==> config.mk <==
export PLATFORM = sky130hd
export DESIGN_NAME = stack_arbiter
export DESIGN_NICKNAME = d
export VERILOG_FILES = /design/src/rtl/stack_arbiter.sv
export SDC_FILE = /design/constraint.sdc
export NUM_CORES = 1
export LEC_CHECK = 0
export ABC_CLOCK_PERIOD_IN_PS = 2100
export CAP_MARGIN = 40
export CORE_MARGIN = 2
export CORE_UTILIZATION = 40
export CTS_BUF_LIST = sky130_fd_sc_hd__clkbuf_4
export DETAILED_ROUTE_END_ITERATION = 8
export PLACE_DENSITY = 0.76
export SETUP_SLACK_MARGIN = 0.1
export SLEW_MARGIN = 20
export SYNTH_ARGS = -nofsm -noshare
export SYNTH_HDL_FRONTEND = slang
export SYNTH_SLANG_ARGS = --single-unit
==> constraint.sdc <==
create_clock -name clk -period 2.1 [get_ports clk]
set_input_delay 0.21 -clock clk [delete_from_list [all_inputs] [get_ports clk]]
set_output_delay 0.21 -clock clk [all_outputs]
set_load 0.01 [all_outputs]
==> src/rtl/stack_arbiter.sv <==
// Two-requester arbiter in front of an external stack, serialising push/pop transactions.
// Latency from the sampling edge: push done +2 cycles, pop done +3 cycles, error done +2 cycles.
// No backpressure: a requester holds req/op/wdata until gnt; a losing request stays pending.
//
// Ports: clk, rst (async active-low); per requester rN_req/op/wdata in, rN_gnt/done/rdata/err out;
// stack side stk_enable/push/pop/wdata out, stk_rdata/stk_sp in; status count/full/empty/busy.
// Optional feature: define STACK_RR_ARB_EN for round-robin arbitration (default fixed priority r0 > r1).
`timescale 1ns/1ps
module stack_arbiter #(
    parameter int DATA_W = 32,
    parameter int DEPTH  = 256,
    localparam int PTR_W = 8
) (
    input  logic              clk,
    input  logic              rst,
    input  logic              r0_req,
    input  logic              r0_op,
    input  logic [DATA_W-1:0] r0_wdata,
    output logic              r0_gnt,
    output logic              r0_done,
    output logic [DATA_W-1:0] r0_rdata,
    output logic              r0_err,
    input  logic              r1_req,
    input  logic              r1_op,
    input  logic [DATA_W-1:0] r1_wdata,
    output logic              r1_gnt,
    output logic              r1_done,
    output logic [DATA_W-1:0] r1_rdata,
    output logic              r1_err,
    output logic              stk_enable,
    output logic              stk_push,
    output logic              stk_pop,
    output logic [DATA_W-1:0] stk_wdata,
    input  logic [DATA_W-1:0] stk_rdata,
    input  logic [PTR_W-1:0]  stk_sp,
    output logic [8:0]        count,
    output logic              full,
    output logic              empty,
    output logic              busy
);

    typedef enum logic [1:0] {IDLE, ISSUE, CAPT, RESP} state_t;

    localparam logic [8:0] DEPTH_C = 9'(DEPTH);

    state_t            state_q, state_d;
    logic              idx_q;       // latched winner: 0 = r0, 1 = r1
    logic              op_q;        // latched op: 0 = push, 1 = pop
    logic [DATA_W-1:0] wdata_q;
    logic              err_q;
    logic [8:0]        count_q;
    logic              any_req;
    logic              win;
    logic              legal;

    // The stack pointer is informational only; occupancy is tracked locally.
    logic unused_sp;
    assign unused_sp = ^stk_sp;

    assign any_req = r0_req | r1_req;

`ifdef STACK_RR_ARB_EN
    logic last_q;  // requester granted most recently
    // On a tie the requester not granted last wins; otherwise the lone requester wins.
    assign win = r1_req & (~r0_req | ~last_q);

    always_ff @(posedge clk or negedge rst) begin
        if (!rst) begin
            last_q <= 1'b1;  // pretend r1 went last so r0 wins the first tie
        end else if (state_q == IDLE && any_req) begin
            last_q <= win;
        end
    end
`else
    assign win = ~r0_req;
`endif

    // Legality is judged against the count at issue time, after any earlier transaction retired.
    assign legal = op_q ? (count_q != 9'd0) : (count_q != DEPTH_C);

    assign count = count_q;
    assign full  = (count_q == DEPTH_C);
    assign empty = (count_q == 9'd0);
    assign busy  = (state_q != IDLE);

    always_ff @(posedge clk or negedge rst) begin
        if (!rst) begin
            state_q <= IDLE;
        end else begin
            state_q <= state_d;
        end
    end

    always_comb begin
        state_d    = state_q;
        stk_enable = 1'b0;
        stk_push   = 1'b0;
        stk_pop    = 1'b0;
        stk_wdata  = '0;
        r0_gnt     = 1'b0;
        r1_gnt     = 1'b0;
        r0_done    = 1'b0;
        r1_done    = 1'b0;
        r0_err     = 1'b0;
        r1_err     = 1'b0;
        case (state_q)
            IDLE: begin
                if (any_req) begin
                    state_d = ISSUE;
                end
            end
            ISSUE: begin
                r0_gnt = ~idx_q;
                r1_gnt = idx_q;
                if (legal) begin
                    stk_enable = 1'b1;
                    stk_push   = ~op_q;
                    stk_pop    = op_q;
                    if (!op_q) begin
                        stk_wdata = wdata_q;
                    end
                    state_d = op_q ? CAPT : RESP;
                end else begin
                    state_d = RESP;
                end
            end
            CAPT: begin
                state_d = RESP;
            end
            RESP: begin
                r0_done = ~idx_q;
                r1_done = idx_q;
                r0_err  = ~idx_q & err_q;
                r1_err  = idx_q & err_q;
                state_d = IDLE;
            end
            default: begin
                state_d = IDLE;
            end
        endcase
    end

    always_ff @(posedge clk or negedge rst) begin
        if (!rst) begin
            idx_q    <= 1'b0;
            op_q     <= 1'b0;
            wdata_q  <= '0;
            err_q    <= 1'b0;
            count_q  <= 9'd0;
            r0_rdata <= '0;
            r1_rdata <= '0;
        end else begin
            case (state_q)
                IDLE: begin
                    if (any_req) begin
                        idx_q   <= win;
                        op_q    <= win ? r1_op : r0_op;
                        wdata_q <= win ? r1_wdata : r0_wdata;
                        err_q   <= 1'b0;
                    end
                end
                ISSUE: begin
                    err_q <= ~legal;
                    if (legal) begin
                        count_q <= op_q ? (count_q - 9'd1) : (count_q + 9'd1);
                    end
                end
                CAPT: begin
                    // Stack presents the popped word in the cycle after the pop strobe.
                    if (idx_q) begin
                        r1_rdata <= stk_rdata;
                    end else begin
                        r0_rdata <= stk_rdata;
                    end
                end
                default: begin
                end
            endcase
        end
    end

endmodule

==> results of run 1 <==
==> cell type report <==
class	instances	area (um2)	area share
well taps	172	215	0.0263
flip-flops and latches	110	2750	0.336
clock buffers	10	75.1	0.00917
clock inverters	6	57.6	0.00703
multi-input cells	281	2450	0.299
repair buffers	255	2620	0.320
inverters	4	15.0	0.00183
==> worst register-to-register path, delay by kind of cell (launching register included) <==
| kind | cells | cell delay (ns) |
|---|---|---|
| mux | 1 | 0.25 |
| compound gates | 3 | 0.45 |
| fa+ha+maj | 1 | 0.38 |
| xor+xnor | 1 | 0.13 |
| buf+inv | 1 | 0.21 |
| flops | 1 | 0.46 |
==> repair_timing <==
action	CTS	global route
hold buffers	1	0
gates cloned	3	1
pin swaps	14	30
setup endpoints to repair	44	47
buffers inserted	10	7
gates resized for setup	196	76
hold endpoints to repair	30	0
==> metal layers <==
layer	up-vias	track usage	share of wire
met5	-	0	0
met4	0	0.0573	0.012
met3	11	0.0571	0.089
met2	181	0.319	0.48
met1	1919	0.254	0.42
li1	1942	-	-
==> Yosys cell counts (3+ instances only) <==
cell / count
sky130_fd_sc_hd__clkbuf_1: 10
sky130_fd_sc_hd__buf_1: 4
sky130_fd_sc_hd__inv_1: 4
sky130_fd_sc_hd__mux2i_1: 35
sky130_fd_sc_hd__nor2_1: 8
sky130_fd_sc_hd__o21ai_0: 39
sky130_fd_sc_hd__a21oi_1: 8
sky130_fd_sc_hd__dfrtp_1: 110
sky130_fd_sc_hd__and2_1: 34
sky130_fd_sc_hd__xnor2_1: 5
sky130_fd_sc_hd__mux2_2: 62
sky130_fd_sc_hd__nor2b_1: 3
sky130_fd_sc_hd__buf_2: 8
sky130_fd_sc_hd__ha_1: 11
sky130_fd_sc_hd__o21a_1: 3
sky130_fd_sc_hd__mux2_4: 3
sky130_fd_sc_hd__nand2_1: 39
sky130_fd_sc_hd__nand3_1: 3
==> power by group through the flow <==
stage / Combinational, mW / Sequential (mW) / Clock, mW
finish: 7.09 / 3.79 / 1.04
CTS: 6.61 / 3.76 / 1.09
global route: 7.70 / 3.93 / 1.18
floorplan: 2.76 / 4.12 / 0
global placement: 6.05 / 3.72 / 0
detailed placement: 6.21 / 3.79 / 0
==> path summary, 6_finish.rpt <==
| kind | end | cells after the start | slack [ns] | startpoint |
|---|---|---|---|---|
| max in group asynchronous | r1_rdata[22] | 3 | 1.22 | rst |
| min in group clk | state_q[1] | 3 | 0.21 | r0_req |
| hold reg to reg | wdata_q[22] | 2 | 0.50 | wdata_q[22] |
| hold / removal | r1_rdata[3] | 2 | 0.21 | rst |
| setup / recovery | stk_wdata[7] | 6 | -0.13 | count[5] |
| setup reg to reg | count[5] | 7 | 0.13 | op_q |
==> logic make-up after synthesis <==
logic type	Yosys count	share of synthesized area
buf+inv	27	0.0235
mux	102	0.220
fa+ha+maj	12	0.0311
xor+xnor	7	0.0121
flops	110	0.543
simple gates	97	0.0990
compound gates	63	0.0706
==> state kept, by name (all words and copies together), names as in the netlist <==
name,count
state_q,2
err_q,1
count,9
r1_rdata,32
r0_rdata,32
idx_q,1
op_q,1
wdata_q,32
==> out/qor.json, run 1 <==
{
  "status": "finished, violations left",
  "failing_checks": "setup timing",
  "num-fill-cells": 1003,
  "critPathLaunchType": "flop",
  "postSynthRegisterBits": 110,
  "drv_slew": 0,
  "p_int_mw": 7.62,
  "die_width_um": 117,
  "clock_latency_ns": 0.46,
  "drt.antenna.violating_nets": 0,
  "setup_tns_ns": -3.93,
  "overflow": 0,
  "fp.dieArea_um2": 13600,
  "synth_top_cells_by_area": "sky130_fd_sc_hd__dfrtp_1 (54%), sky130_fd_sc_hd__mux2_2 (14%), sky130_fd_sc_hd__mux2i_1 (6.9%)",
  "syn-instance-count": 418,
  "syn_avg_cell_area_um2": 12.1,
  "initial_antenna_violation_count": 0,
  "synth-edff-count": 0,
  "synth-main-ff-cell": "sky130_fd_sc_hd__dfrtp_1",
  "floorplan.initialDensity": 0.405,
  "synth_top_cell_area_share": 0.543,
  "net_sw_frac": 0.361,
  "layout.cell_area.non_filler_um2": 8190,
  "hpwlAfterDp_um": 9460,
  "crit_fanout": 8,
  "post-route-min-period_ns": 2.23,
  "cts.root.buffer_cell": "sky130_fd_sc_hd__clkbuf_4",
  "wl_per_cell_um": 16.3,
  "worst-setup-path-type": "reg2out",
  "holdCritPathClass": "in2async",
  "number_of_nets_in_the_final_layout": 783,
  "detail_route.first_pass.iterations": 4,
  "power_frac_comb": 0.594,
  "crit_path_cell_trace": "nor4_4 > and3_4 > nor2_4 > clkbuf_16 > and2_4 > buf_6",
  "arrival_ns": 2.02,
  "timing.clock.skew_ns": 0.0153,
  "rsz_0062_raised_after_global_routing": "true",
  "io_pins": 227,
  "initialDrtViolationCount": 187,
  "clkSlewWorstSetupHoldPaths_ns": 0.18,
  "final_core_utilization": 0.654,
  "mostFrequentLayoutCells": "sky130_fd_sc_hd__clkdlybuf4s50_1 (172), sky130_fd_sc_hd__dfrtp_1 (109), sky130_fd_sc_hd__mux2_2 (62)",
  "most_common_cell_after_layout_fill_and_taps_aside": "sky130_fd_sc_hd__clkdlybuf4s50_1",
  "groute.usage.overall": 0.196,
  "num_antenna_cells": 0,
  "via_count": 4053,
  "syn-num-nets": 540,
  "timing.final.setup_violations": 35,
  "synth_cell_type_count": 41,
  "delay_contributed_by_the_slowest_stage_of_the_critical_path_ns": 0.44,
  "avgViaCountPerCell": 4.84,
  "synth_top_area_cell": "sky130_fd_sc_hd__dfrtp_1",
  "grt_max_degree": 69,
  "i_o_buffers": 218,
  "post_synth_instance_area_um2": 5070,
  "power.switching_mw": 4.30,
  "tritoncts": "done",
  "power_frac_seq": 0.318,
  "area_growth_syn_to_layout_pct": 61.6,
  "power_mw": 11.9,
  "design.core.area_um2": 12500,
  "post_route_cells_drive_above_1_share": 0.321,
  "hold_viol": 0,
  "cellLeakagePower_nw": 3.62,
  "critical_path_required_ns": 1.89,
  "cap_violations": 0,
  "seq_area_frac_synth": 0.543,
  "dp_slack_ns": -0.00144,
  "relSlewSlack": 0.632,
  "clk_path_buf_depth": 2,
  "drc": 0,
  "finish.cell_count_without_fillers": 838,
  "crit_buf_inv": 2,
  "routed_wl_um": 13700,
  "gpl.final_weighted_congestion": 0.814,
  "final.period_utilization": 1.06,
  "path_delay_family": "simple AND/OR/NAND/NOR gates",
  "fp.dieH_um": 117,
  "max_freq_mhz": 448,
  "max_slew.worst_pin.slew_ns": 0.551,
  "detailed_place.area_um2": 7590,
  "power_density_nw_per_um2": 1460,
  "ys.warnings.count": 0,
  "fin_ws_ns": -0.134,
  "master_of_the_slowest_instance_on_the_critical_path": "sky130_fd_sc_hd__dfrtp_1",
  "cts_buffers": 9,
  "place_inst": 807,
  "clkSinkCount": 110,
  "worst_slack_on_hold_paths_ns": 0.210,
  "power_frac_clock": 0.087,
  "grt_pass1_wl_um": 20600,
  "core.rowCount": 41,
  "vdd_drop_max_mv": 0.557,
  "first_global_vias": 4056,
  "cp-end-kind": "output port",
  "cts-htree-levels": 3,
  "proportion_of_register_bits_with_asynchronous_set_or_reset_after_synthesis": 1.00
}
Power figures use the tool's default switching activity.
==> inputs of run 2 (changes only) <==
- ABC_AREA: unset -> 0
- CORE_UTILIZATION: 40 -> 43
- PLACE_DENSITY: 0.76 -> 0.81
==> run 2 against run 1 <==
Effect of this change: the run still ends with setup timing left; largest power group unchanged; combinational power rose by 3.7%; via count rose by 4.3%; final area rose by 1.3%; critical path depth rose by 1; routed wire length rose by 4.0%; utilization rose by 6.9 points; register-to-register slack got worse by 0.14 ns.
==> out/qor.json, run 2 (synthesized netlist as in run 1, its figures left out) <==
{
  "wl_per_cell_um": 17.3,
  "power_density_nw_per_um2": 1490,
  "mostFrequentLayoutCells": "sky130_fd_sc_hd__clkdlybuf4s50_1 (172), sky130_fd_sc_hd__dfrtp_1 (109), sky130_fd_sc_hd__mux2_2 (62)",
  "dp_slack_ns": -0.0242,
  "fp.dieArea_um2": 12700,
  "final.period_utilization": 1.07,
  "critical_path_required_ns": 1.89,
  "crit_fanout": 4,
  "master_of_the_slowest_instance_on_the_critical_path": "sky130_fd_sc_hd__dfrtp_1",
  "status": "finished, violations left",
  "max_freq_mhz": 445,
  "hpwlAfterDp_um": 9670,
  "overflow": 0,
  "cp-end-kind": "output port",
  "critPathLaunchType": "flop",
  "timing.clock.skew_ns": 0.0108,
  "power_mw": 12.3,
  "die_width_um": 113,
  "core.rowCount": 39,
  "routed_wl_um": 14200,
  "post-route-min-period_ns": 2.25,
  "final_core_utilization": 0.723,
  "cellLeakagePower_nw": 3.68,
  "timing.final.setup_violations": 42,
  "fp.dieH_um": 113,
  "drt.antenna.violating_nets": 0,
  "cap_violations": 0,
  "critPathMostFrequentCell": "sky130_fd_sc_hd__buf_6",
  "avgViaCountPerCell": 5.14,
  "rsz_0062_raised_after_global_routing": "true",
  "relSlewSlack": 0.630,
  "number_of_nets_in_the_final_layout": 797,
  "clkSlewWorstSetupHoldPaths_ns": 0.16,
  "clock_latency_ns": 0.44,
  "cts_buffers": 9,
  "crit_path_cell_trace": "nor4_4 > buf_4 > buf_6 > nand2_8 > buf_6 > o21a_1 > buf_2",
  "via_count": 4228,
  "holdCritPathClass": "in2async",
  "layout.cell_area.non_filler_um2": 8290,
  "fin_ws_ns": -0.149,
  "grt_pass1_wl_um": 21300,
  "drc": 0,
  "detailed_place.area_um2": 7560,
  "failing_checks": "setup timing",
  "area_growth_syn_to_layout_pct": 63.7,
  "initialDrtViolationCount": 244,
  "cts.root.buffer_cell": "sky130_fd_sc_hd__clkbuf_4",
  "arrival_ns": 2.04,
  "post_route_cells_drive_above_1_share": 0.332,
  "tritoncts": "done",
  "vdd_drop_max_mv": 0.914,
  "hold_viol": 0,
  "delay_contributed_by_the_slowest_stage_of_the_critical_path_ns": 0.44,
  "groute.usage.overall": 0.210,
  "design.core.area_um2": 11500,
  "most_common_cell_after_layout_fill_and_taps_aside": "sky130_fd_sc_hd__clkdlybuf4s50_1",
  "worst-setup-path-type": "reg2out",
  "i_o_buffers": 218,
  "first_global_vias": 4248,
  "gpl.final_weighted_congestion": 0.923,
  "max_slew.worst_pin.slew_ns": 0.555,
  "floorplan.initialDensity": 0.442,
  "clkSinkCount": 110,
  "initial_antenna_violation_count": 0,
  "num_antenna_cells": 0,
  "drv_slew": 0,
  "cts-htree-levels": 3,
  "detail_route.first_pass.iterations": 4,
  "grt_max_degree": 58,
  "biggestRegsByFlops": "r0_rdata (32), r1_rdata (32), wdata_q (32)",
  "clk_path_buf_depth": 2,
  "num-fill-cells": 797,
  "io_pins": 227
}
[run 2: changes by cell type in the layout (fill, tap and decap cells not counted), moves of 2 or more]
cell / change
sky130_fd_sc_hd__buf_6: +9
sky130_fd_sc_hd__buf_4: +4
sky130_fd_sc_hd__bufinv_16: +2
sky130_fd_sc_hd__inv_6: -2
sky130_fd_sc_hd__inv_8: -2
[run 2: routing by layer]
metal,part of all wire,global-route usage,vias up
met5,0,0,-
met4,0.016,0.0724,0
met3,0.081,0.0551,17
met2,0.50,0.362,195
met1,0.41,0.254,2053
li1,-,-,1963
[run 2: worst paths after layout]
path,from,end,slack [ns],cells after the start
min,rst,r0_rdata[6],0.27,2
max,count[5],stk_enable,-0.15,7
min in group clk,r1_wdata[18],wdata_q[18],0.37,3
max reg2reg,count[5],state_q[0],-0.01,14
max in group asynchronous,rst,r1_rdata[23],1.11,3
min reg2reg,wdata_q[9],wdata_q[9],0.50,2
[run 2: through the flow]
step	TNS, ns	hold slack [ns]	cells
floorplan	0	-0.0856	418
global placement	0	0.230	778
detailed placement	-0.236	0.237	778
CTS	-4.86	0.256	811
global route	-8.49	0.280	823
finish	-4.49	0.270	823
[run 2: final cells by class]
type | count | area, um2 | area share
Sequential cell | 110 | 2750 | 0.332
Timing Repair Buffer | 269 | 2750 | 0.332
Multi-Input combinational cell | 281 | 2430 | 0.293
Tap cell | 143 | 179 | 0.0216
Clock inverter | 6 | 91.3 | 0.0110
Clock buffer | 10 | 75.1 | 0.00905
Inverter | 4 | 15.0 | 0.00181
[run 2: critical path: cells and delay by family (launching register included)]
family | cells | cell delay [ns]
buffers and inverters | 4 | 0.55
and+or+nand+nor | 2 | 0.43
AOI/OAI and AO/OA | 1 | 0.19
DFF | 1 | 0.44
[run 2: repair_timing]
action	in CTS	in global routing
cloned	2	2
hold buffers	2	0
pin swaps	9	40
setup endpoints to repair	45	45
resized for setup	193	84
endpoints found under the hold margin	41	0
setup buffers	13	12
[run 2: where the power goes]
part / total, mW / leakage (nW) / internal (mW) / switching (mW)
sequential: 3.80 / 1.32 / 3.18 / 0.616
clock: 1.20 / 0.0914 / 0.507 / 0.691
combinational: 7.35 / 2.27 / 4.31 / 3.05
